--- src/rtl/inst_fifo_pkg.sv ---
`default_nettype none
// ============================================================================
// Module      : inst_fifo_pkg
// Description : Shared widths and entry layout for the instruction queue.
//               An entry is packed as {pc, inst, adel}, with pc in the MSBs.
// Revision    : 1.0 - initial release
// ============================================================================
package inst_fifo_pkg;

  localparam int INST_W       = 32;
  localparam int PC_W         = 32;
  localparam int FIFO_ENTRY_W = PC_W + INST_W + 1;  // 65

  // Field positions inside one packed entry
  localparam int ENTRY_ADEL_BIT = 0;
  localparam int ENTRY_INST_LSB = 1;
  localparam int ENTRY_PC_LSB   = ENTRY_INST_LSB + INST_W;  // 33

  // Build one storage word from its fields
  function automatic logic [FIFO_ENTRY_W-1:0] pack_entry(
    input logic [PC_W-1:0]   pc,
    input logic [INST_W-1:0] inst,
    input logic              adel
  );
    return {pc, inst, adel};
  endfunction

endpackage
`default_nettype wire

--- src/rtl/inst_fifo_if.sv ---
`default_nettype none
// ============================================================================
// Module      : inst_fifo_if
// Description : Fetch-push, issue-pop and controller signals of the
//               instruction queue. The master side is the pipeline
//               (fetch, issue and controller); the slave side is the queue.
// Revision    : 1.0 - initial release
// ============================================================================
interface inst_fifo_if #(
  parameter int PTR_W = 4
);

  logic              fifo_flush;
  logic              issue_stall;
  logic [1:0]        issue_count;

  logic              push_valid_1;
  logic [31:0]       push_pc_1;
  logic [31:0]       push_inst_1;
  logic              push_adel_1;
  logic              push_valid_2;
  logic [31:0]       push_pc_2;
  logic [31:0]       push_inst_2;
  logic              push_adel_2;

  logic              head_valid_1;
  logic [31:0]       head_pc_1;
  logic [31:0]       head_inst_1;
  logic              head_adel_1;
  logic              head_valid_2;
  logic [31:0]       head_pc_2;
  logic [31:0]       head_inst_2;
  logic              head_adel_2;

  logic              fifo_stall_req;
  logic              fifo_empty;
  logic [PTR_W:0]    fifo_count;

  modport master (
    output fifo_flush, issue_stall, issue_count,
    output push_valid_1, push_pc_1, push_inst_1, push_adel_1,
    output push_valid_2, push_pc_2, push_inst_2, push_adel_2,
    input  head_valid_1, head_pc_1, head_inst_1, head_adel_1,
    input  head_valid_2, head_pc_2, head_inst_2, head_adel_2,
    input  fifo_stall_req, fifo_empty, fifo_count
  );

  modport slave (
    input  fifo_flush, issue_stall, issue_count,
    input  push_valid_1, push_pc_1, push_inst_1, push_adel_1,
    input  push_valid_2, push_pc_2, push_inst_2, push_adel_2,
    output head_valid_1, head_pc_1, head_inst_1, head_adel_1,
    output head_valid_2, head_pc_2, head_inst_2, head_adel_2,
    output fifo_stall_req, fifo_empty, fifo_count
  );

endinterface
`default_nettype wire

--- src/rtl/inst_fifo_mem.sv ---
`default_nettype none
// ============================================================================
// Module      : inst_fifo_mem
// Description : DEPTH x FIFO_ENTRY_W register array with two write ports and
//               two asynchronous read ports. Storage is never reset. The two
//               write addresses are always distinct in use (wr_ptr, wr_ptr+1).
// Revision    : 1.0 - initial release
// ============================================================================
module inst_fifo_mem
  import inst_fifo_pkg::*;
#(
  parameter int DEPTH = 16,
  parameter int PTR_W = 4
) (
  input  wire logic                    clk,
  input  wire logic                    wr_en_1,
  input  wire logic [PTR_W-1:0]        wr_addr_1,
  input  wire logic [FIFO_ENTRY_W-1:0] wr_data_1,
  input  wire logic                    wr_en_2,
  input  wire logic [PTR_W-1:0]        wr_addr_2,
  input  wire logic [FIFO_ENTRY_W-1:0] wr_data_2,
  input  wire logic [PTR_W-1:0]        rd_addr_1,
  output logic      [FIFO_ENTRY_W-1:0] rd_data_1,
  input  wire logic [PTR_W-1:0]        rd_addr_2,
  output logic      [FIFO_ENTRY_W-1:0] rd_data_2
);

  logic [DEPTH-1:0][FIFO_ENTRY_W-1:0] entries;

  for (genvar i = 0; i < DEPTH; i++) begin : g_entry
    logic [FIFO_ENTRY_W-1:0] entry_d;
    logic [FIFO_ENTRY_W-1:0] entry_q;

    // Select the write port addressing this entry, else hold
    always_comb begin
      entry_d = entry_q;
      if (wr_en_1 && (wr_addr_1 == PTR_W'(i))) entry_d = wr_data_1;
      if (wr_en_2 && (wr_addr_2 == PTR_W'(i))) entry_d = wr_data_2;
    end

    // Storage register, intentionally without reset
    always_ff @(posedge clk) begin
      entry_q <= entry_d;
    end

    assign entries[i] = entry_q;
  end

  // Asynchronous read ports
  always_comb begin
    rd_data_1 = entries[rd_addr_1];
    rd_data_2 = entries[rd_addr_2];
  end

endmodule
`default_nettype wire

--- src/rtl/inst_fifo.sv ---
`default_nettype none
// ============================================================================
// Module      : inst_fifo
// Description : Dual-push / dual-pop instruction queue between fetch and
//               issue. Requests a fetch stall once fewer than two entries are
//               free; a flush drops all contents and same-cycle pushes.
// Revision    : 1.0 - initial release
// ============================================================================
module inst_fifo
  import inst_fifo_pkg::*;
#(
  parameter int DEPTH = 16,
  parameter int PTR_W = 4
) (
  input  wire logic  clk,
  input  wire logic  rst,
  inst_fifo_if.slave bus
);

  localparam int CNT_W = PTR_W + 1;

  logic [PTR_W-1:0] rd_ptr_q, rd_ptr_d;
  logic [PTR_W-1:0] wr_ptr_q, wr_ptr_d;
  logic [CNT_W-1:0] count_q,  count_d;

  logic                    stall_req;
  logic                    accept;
  logic                    we_1, we_2;
  logic [1:0]              n_push;
  logic [1:0]              n_pop_req;
  logic [1:0]              n_pop;
  logic [FIFO_ENTRY_W-1:0] rd_data_1, rd_data_2;

  inst_fifo_mem #(
    .DEPTH (DEPTH),
    .PTR_W (PTR_W)
  ) u_mem (
    .clk       (clk),
    .wr_en_1   (we_1),
    .wr_addr_1 (wr_ptr_q),
    .wr_data_1 (pack_entry(bus.push_pc_1, bus.push_inst_1, bus.push_adel_1)),
    .wr_en_2   (we_2),
    .wr_addr_2 (wr_ptr_q + PTR_W'(1)),
    .wr_data_2 (pack_entry(bus.push_pc_2, bus.push_inst_2, bus.push_adel_2)),
    .rd_addr_1 (rd_ptr_q),
    .rd_data_1 (rd_data_1),
    .rd_addr_2 (rd_ptr_q + PTR_W'(1)),
    .rd_data_2 (rd_data_2)
  );

  // Push acceptance, clamped pop and next pointer/count state
  always_comb begin
    stall_req = (count_q >= CNT_W'(DEPTH - 1));
    accept    = !stall_req && !bus.fifo_flush;
    // Slot 2 is only honoured alongside slot 1
    we_1      = accept && bus.push_valid_1;
    we_2      = accept && bus.push_valid_1 && bus.push_valid_2;
    n_push    = {1'b0, we_1} + {1'b0, we_2};

    n_pop_req = bus.issue_stall ? 2'd0 : bus.issue_count;
    n_pop     = (CNT_W'(n_pop_req) > count_q) ? count_q[1:0] : n_pop_req;

    rd_ptr_d  = rd_ptr_q + PTR_W'(n_pop);
    wr_ptr_d  = wr_ptr_q + PTR_W'(n_push);
    count_d   = count_q + CNT_W'(n_push) - CNT_W'(n_pop);

    if (bus.fifo_flush) begin
      rd_ptr_d = '0;
      wr_ptr_d = '0;
      count_d  = '0;
    end
  end

  // Pointer and occupancy registers
  always_ff @(posedge clk) begin
    if (rst) begin
      rd_ptr_q <= '0;
      wr_ptr_q <= '0;
      count_q  <= '0;
    end else begin
      rd_ptr_q <= rd_ptr_d;
      wr_ptr_q <= wr_ptr_d;
      count_q  <= count_d;
    end
  end

  // Head outputs from registered state, data zeroed when not valid
  always_comb begin
    bus.head_valid_1   = (count_q >= CNT_W'(1));
    bus.head_valid_2   = (count_q >= CNT_W'(2));
    bus.head_pc_1      = '0;
    bus.head_inst_1    = '0;
    bus.head_adel_1    = 1'b0;
    bus.head_pc_2      = '0;
    bus.head_inst_2    = '0;
    bus.head_adel_2    = 1'b0;
    if (bus.head_valid_1) begin
      bus.head_pc_1   = rd_data_1[ENTRY_PC_LSB +: PC_W];
      bus.head_inst_1 = rd_data_1[ENTRY_INST_LSB +: INST_W];
      bus.head_adel_1 = rd_data_1[ENTRY_ADEL_BIT];
    end
    if (bus.head_valid_2) begin
      bus.head_pc_2   = rd_data_2[ENTRY_PC_LSB +: PC_W];
      bus.head_inst_2 = rd_data_2[ENTRY_INST_LSB +: INST_W];
      bus.head_adel_2 = rd_data_2[ENTRY_ADEL_BIT];
    end
    bus.fifo_stall_req = stall_req;
    bus.fifo_empty     = (count_q == '0);
    bus.fifo_count     = count_q;
  end

`ifndef SYNTHESIS
  // Flag illegal push slot usage and pops beyond current occupancy
  always_ff @(posedge clk) begin
    if (!rst) begin
      a_slot2_alone : assert (!(bus.push_valid_2 && !bus.push_valid_1));
      a_pop_range   : assert (bus.issue_stall || bus.fifo_flush ||
                              ((bus.issue_count != 2'd3) &&
                               (CNT_W'(bus.issue_count) <= count_q)));
    end
  end
`endif

endmodule
`default_nettype wire

--- src/flat_wrapper.sv ---
// flat-port wrapper written by rule: the top's interface ports become plain ports
module inst_fifo_flat import inst_fifo_pkg::*;
#(
  parameter int DEPTH = 16,
  parameter int PTR_W = 4
)
  (clk, rst, bus_fifo_flush, bus_issue_stall, bus_issue_count, bus_push_valid_1, bus_push_pc_1, bus_push_inst_1, bus_push_adel_1, bus_push_valid_2, bus_push_pc_2, bus_push_inst_2, bus_push_adel_2, bus_head_valid_1, bus_head_pc_1, bus_head_inst_1, bus_head_adel_1, bus_head_valid_2, bus_head_pc_2, bus_head_inst_2, bus_head_adel_2, bus_fifo_stall_req, bus_fifo_empty, bus_fifo_count);
  inst_fifo_if #(.PTR_W(PTR_W)) bus_i ();
  input  wire logic clk;
  input  wire logic rst;
  input wire logic [$bits(bus_i.fifo_flush)-1:0] bus_fifo_flush;
  input wire logic [$bits(bus_i.issue_stall)-1:0] bus_issue_stall;
  input wire logic [$bits(bus_i.issue_count)-1:0] bus_issue_count;
  input wire logic [$bits(bus_i.push_valid_1)-1:0] bus_push_valid_1;
  input wire logic [$bits(bus_i.push_pc_1)-1:0] bus_push_pc_1;
  input wire logic [$bits(bus_i.push_inst_1)-1:0] bus_push_inst_1;
  input wire logic [$bits(bus_i.push_adel_1)-1:0] bus_push_adel_1;
  input wire logic [$bits(bus_i.push_valid_2)-1:0] bus_push_valid_2;
  input wire logic [$bits(bus_i.push_pc_2)-1:0] bus_push_pc_2;
  input wire logic [$bits(bus_i.push_inst_2)-1:0] bus_push_inst_2;
  input wire logic [$bits(bus_i.push_adel_2)-1:0] bus_push_adel_2;
  output wire logic [$bits(bus_i.head_valid_1)-1:0] bus_head_valid_1;
  output wire logic [$bits(bus_i.head_pc_1)-1:0] bus_head_pc_1;
  output wire logic [$bits(bus_i.head_inst_1)-1:0] bus_head_inst_1;
  output wire logic [$bits(bus_i.head_adel_1)-1:0] bus_head_adel_1;
  output wire logic [$bits(bus_i.head_valid_2)-1:0] bus_head_valid_2;
  output wire logic [$bits(bus_i.head_pc_2)-1:0] bus_head_pc_2;
  output wire logic [$bits(bus_i.head_inst_2)-1:0] bus_head_inst_2;
  output wire logic [$bits(bus_i.head_adel_2)-1:0] bus_head_adel_2;
  output wire logic [$bits(bus_i.fifo_stall_req)-1:0] bus_fifo_stall_req;
  output wire logic [$bits(bus_i.fifo_empty)-1:0] bus_fifo_empty;
  output wire logic [$bits(bus_i.fifo_count)-1:0] bus_fifo_count;
  assign bus_i.fifo_flush = bus_fifo_flush;
  assign bus_i.issue_stall = bus_issue_stall;
  assign bus_i.issue_count = bus_issue_count;
  assign bus_i.push_valid_1 = bus_push_valid_1;
  assign bus_i.push_pc_1 = bus_push_pc_1;
  assign bus_i.push_inst_1 = bus_push_inst_1;
  assign bus_i.push_adel_1 = bus_push_adel_1;
  assign bus_i.push_valid_2 = bus_push_valid_2;
  assign bus_i.push_pc_2 = bus_push_pc_2;
  assign bus_i.push_inst_2 = bus_push_inst_2;
  assign bus_i.push_adel_2 = bus_push_adel_2;
  assign bus_head_valid_1 = bus_i.head_valid_1;
  assign bus_head_pc_1 = bus_i.head_pc_1;
  assign bus_head_inst_1 = bus_i.head_inst_1;
  assign bus_head_adel_1 = bus_i.head_adel_1;
  assign bus_head_valid_2 = bus_i.head_valid_2;
  assign bus_head_pc_2 = bus_i.head_pc_2;
  assign bus_head_inst_2 = bus_i.head_inst_2;
  assign bus_head_adel_2 = bus_i.head_adel_2;
  assign bus_fifo_stall_req = bus_i.fifo_stall_req;
  assign bus_fifo_empty = bus_i.fifo_empty;
  assign bus_fifo_count = bus_i.fifo_count;
  inst_fifo #(.DEPTH(DEPTH), .PTR_W(PTR_W)) u_core (.clk(clk), .rst(rst), .bus(bus_i));
endmodule
--- config.mk ---
export PLATFORM = sky130hd
export DESIGN_NAME = inst_fifo_flat
export DESIGN_NICKNAME = d
export VERILOG_FILES = /design/src/rtl/inst_fifo_pkg.sv /design/src/rtl/inst_fifo_if.sv /design/src/rtl/inst_fifo_mem.sv /design/src/rtl/inst_fifo.sv /design/src/flat_wrapper.sv
export SDC_FILE = /design/constraint.sdc
export NUM_CORES = 2
export LEC_CHECK = 0
export BUFFER_PORTS_ARGS = -buffer_cell sky130_fd_sc_hd__buf_4
export CAP_MARGIN = 10
export CORE_ASPECT_RATIO = 0.5
export CORE_UTILIZATION = 40
export DETAILED_ROUTE_END_ITERATION = 10
export HOLD_SLACK_MARGIN = 0.15
export SETUP_SLACK_MARGIN = 0.15
export SLEW_MARGIN = 20
export SYNTH_ARGS = -nofsm -noshare
export SYNTH_HDL_FRONTEND = slang
export SYNTH_SLANG_ARGS = --single-unit
--- constraint.sdc ---
create_clock -name clk -period 6.2 [get_ports clk]
set_input_delay 0.31 -clock clk [delete_from_list [all_inputs] [get_ports clk]]
set_output_delay 0.31 -clock clk [all_outputs]
set_load 0.005 [all_outputs]
==> reports/results.ini <==
[logic_synthesis]
synth_area_per_cell_sq_um=17.3
synth_cells=3525
yosysTopAreaCellShare=0.512
ys_seq_area_frac=0.516
ys_ff_latch=1053
netlist_area_sq_mm=0.0610
synthArstFlopShare=0
synth_area_leaders=edfxtp_1, mux4_2, mux2_2
ys_warn_count=0
synth.largest_area_cell=edfxtp_1
syn-num-nets=3682
ys_types=41
synth-edff-count=1040
synthFlopType=edfxtp_1

[layout]
final_core_utilization=0.469
fillers=12800
final_cells=5852
drive_above_1_share=0.566
finalInstanceArea_sq_mm=0.0703
syn_to_final_growth_pct=15.3
final_net_count=3934

[power]
total_leakage_power_nw=22.4
ir_worst_vdd_uv=423
p_per_area_mw_per_mm2=280

[global_routing]
grt_use_met1=0.382
grt_usage=0.261
grt_overflow_total=0
use_met3=0.0483
grt_max_degree=132
top_usage_layer=met2
antenna_found_initial=8
grt_pass1_wl_mm=289
grt_use_met2=0.402
grt_pass1_vias=38400

[die]
pin_count=277
rows=100
start_util=0.407
die_h_microns=278
die_area_sq_mm=0.154
core_area_sq_mm=0.150
die_w_microns=554

[cts]
cts_made_buffers=105
insertion_delay_ps=730
ctsResizeCount=0
cts_tree=done
cts_setup_buffers=0
path_clk_slew_ps=60
htreeDepth=3
clock-sinks=1053
clock_path_buffers=3
cts_root_buf=clkbuf_16

[timing]
maxSlewViolCount=0
tightest_slew_ps=1180
hold_viol=0
holdWs_ps=378
rsz0062_at_grt=false
slew_headroom=0.211
finalCriticalPeriod_ps=5020
setup_viol=0
totalNegativeSetupSlack_ps=0
skew_ps=19.2
max_freq_mhz=199
fin_crit_sh=0.810

[placed_design]
placed_area_sq_mm=0.0649
portBuffers=276
gp_congestion=0.798
dp_hpwl_mm=115
placed_cells=5460

[detailed_routing]
drt_iter0_drc=4868
dr_total_vias=38600
dr.pass1.iters=5
routed_wl_mm=205
drc=0
ant_nets=0
viasPerCell=6.60
post_drt_wl_per_cell_microns=35.0

[outcome]
status=finished clean

[worst_hold_path]
worstHoldPathType=in -> reg

[setup_path]
critPathArrivalTime_ps=4710
endpoint_kind=primary output
required_ps=5890
cp_max_fo=23
timing_worst_setup_path_type=reg -> out
regToRegSetupSlack_ps=1630
startpoint_type=flip-flop

[flow_run]
maxCapViolCount=0

## report_power, final
part           leakage [nW]  internal [mW]  switching [mW]
clock                  1.65           3.62            2.92
sequential             9.49           7.92          0.0823
combinational          11.3           2.34            2.83
total                  22.4           13.9            5.83
## layout make-up
class / count / area, sq um / area share
Antenna cell: 1 / 2.50 / 0.0000356
Clock buffer: 133 / 2780 / 0.0395
Clock inverter: 59 / 593 / 0.00844
Inverter: 18 / 72.6 / 0.00103
Multi-Input combinational cell: 2034 / 28000 / 0.398
Sequential cell: 1053 / 31500 / 0.448
Tap cell: 1989 / 2490 / 0.0354
Timing Repair Buffer: 565 / 4920 / 0.0699
## worst paths after layout
path	start	endpoint	cells past startpoint
min reg2reg	u_core.wr_ptr_q[2]	u_core.wr_ptr_q[2]	2
min	bus_issue_count[1]	u_core.rd_ptr_q[1]	6
max reg2reg	u_core.bus.fifo_count[4]	u_core.u_mem.g_entry[15].entry_q[28]	10
max	u_core.rd_ptr_q[1]	bus_head_inst_2[1]	8
## cell usage in the layout, fill, tap and decap left out, types with 3 or more instances in the layout
cell,instances
o21ai_4,10
nand2b_1,8
clkinv_1,23
nand3_1,4
dlygate4sd3_1,199
clkbuf_1,26
a22oi_1,130
clkinv_8,4
a21oi_1,72
a21oi_4,4
edfxtp_1,1040
buf_4,353
bufinv_16,11
o21ai_0,7
mux4_2,585
inv_1,16
nor3_1,6
nand2_4,10
nand2_1,9
ha_1,16
clkbuf_16,107
buf_12,11
mux2_2,1040
xnor2_1,4
and2_1,5
nor2_1,20
clkinv_2,19
nor2b_1,67
dfxtp_1,10
or2_2,3
dfxtp_4,3
xor2_1,4
## per-stage QoR
stage | setup WS [ps] | power [mW]
final | 1180 | 19.7
after detailed placement | 1950 | 13.2
after floorplan | -388 | 10.7
after global placement | 2010 | 13.2
after global routing | 941 | 20.3
after CTS | 1150 | 19.8
## worst max-delay path, stage by stage, from the launching register on
cell and delay (ps):
dfxtp_4 700, buf_4 540, and2_1 240, nand2_1 150, o2bb2ai_4 630, buf_4 630, a22oi_1 150, a21oi_1 650
buf_4 230
## cells in the mapped netlist, drive strengths merged, types with 2 or more instances
library cell	number
nor2b	67
mux4	585
or3	3
nor4	2
nor3	7
a21o	3
ha	17
nand2b	10
buf	201
o21ai	17
o2bb2ai	2
and2	6
a21oi	76
or2	3
mux2	1040
dfxtp	13
edfxtp	1040
xnor2	4
o21a	2
nand3	4
nand2	19
clkbuf	219
o21bai	3
a22oi	130
nor2	21
xor2	4
inv	18
fa	2
## metal layers
layer  routed length, microns  up-vias
li1                         -    15200
met1                    87100    20900
met2                    93200     2203
met3                    19600      330
met4                     4800        6
met5                       46        -
## sequential cells by signal, summed over array words and instances (netlist names)
signal                        cells
u_core.wr_ptr_q                   4
u_core.rd_ptr_q                   4
u_core.u_mem.g_entry.entry_q   1040
u_core.bus.fifo_count             5
## cells by family after synthesis
family / count (synthesis) / synth area share
muxes: 1626 / 0.408
DFF: 1053 / 0.516
buffers and inverters: 438 / 0.0316
AOI/OAI and AO/OA: 236 / 0.0254
and+or+nand+nor: 145 / 0.0134
adders and majority gates: 19 / 0.00414
xor gates and xnor gates: 8 / 0.00115
## timing repair
action	CTS	global route
hold endpoints to repair	1053	0
hold buffers	199	0
setup endpoints to repair	0	0
(Power assumes the default switching activity.)
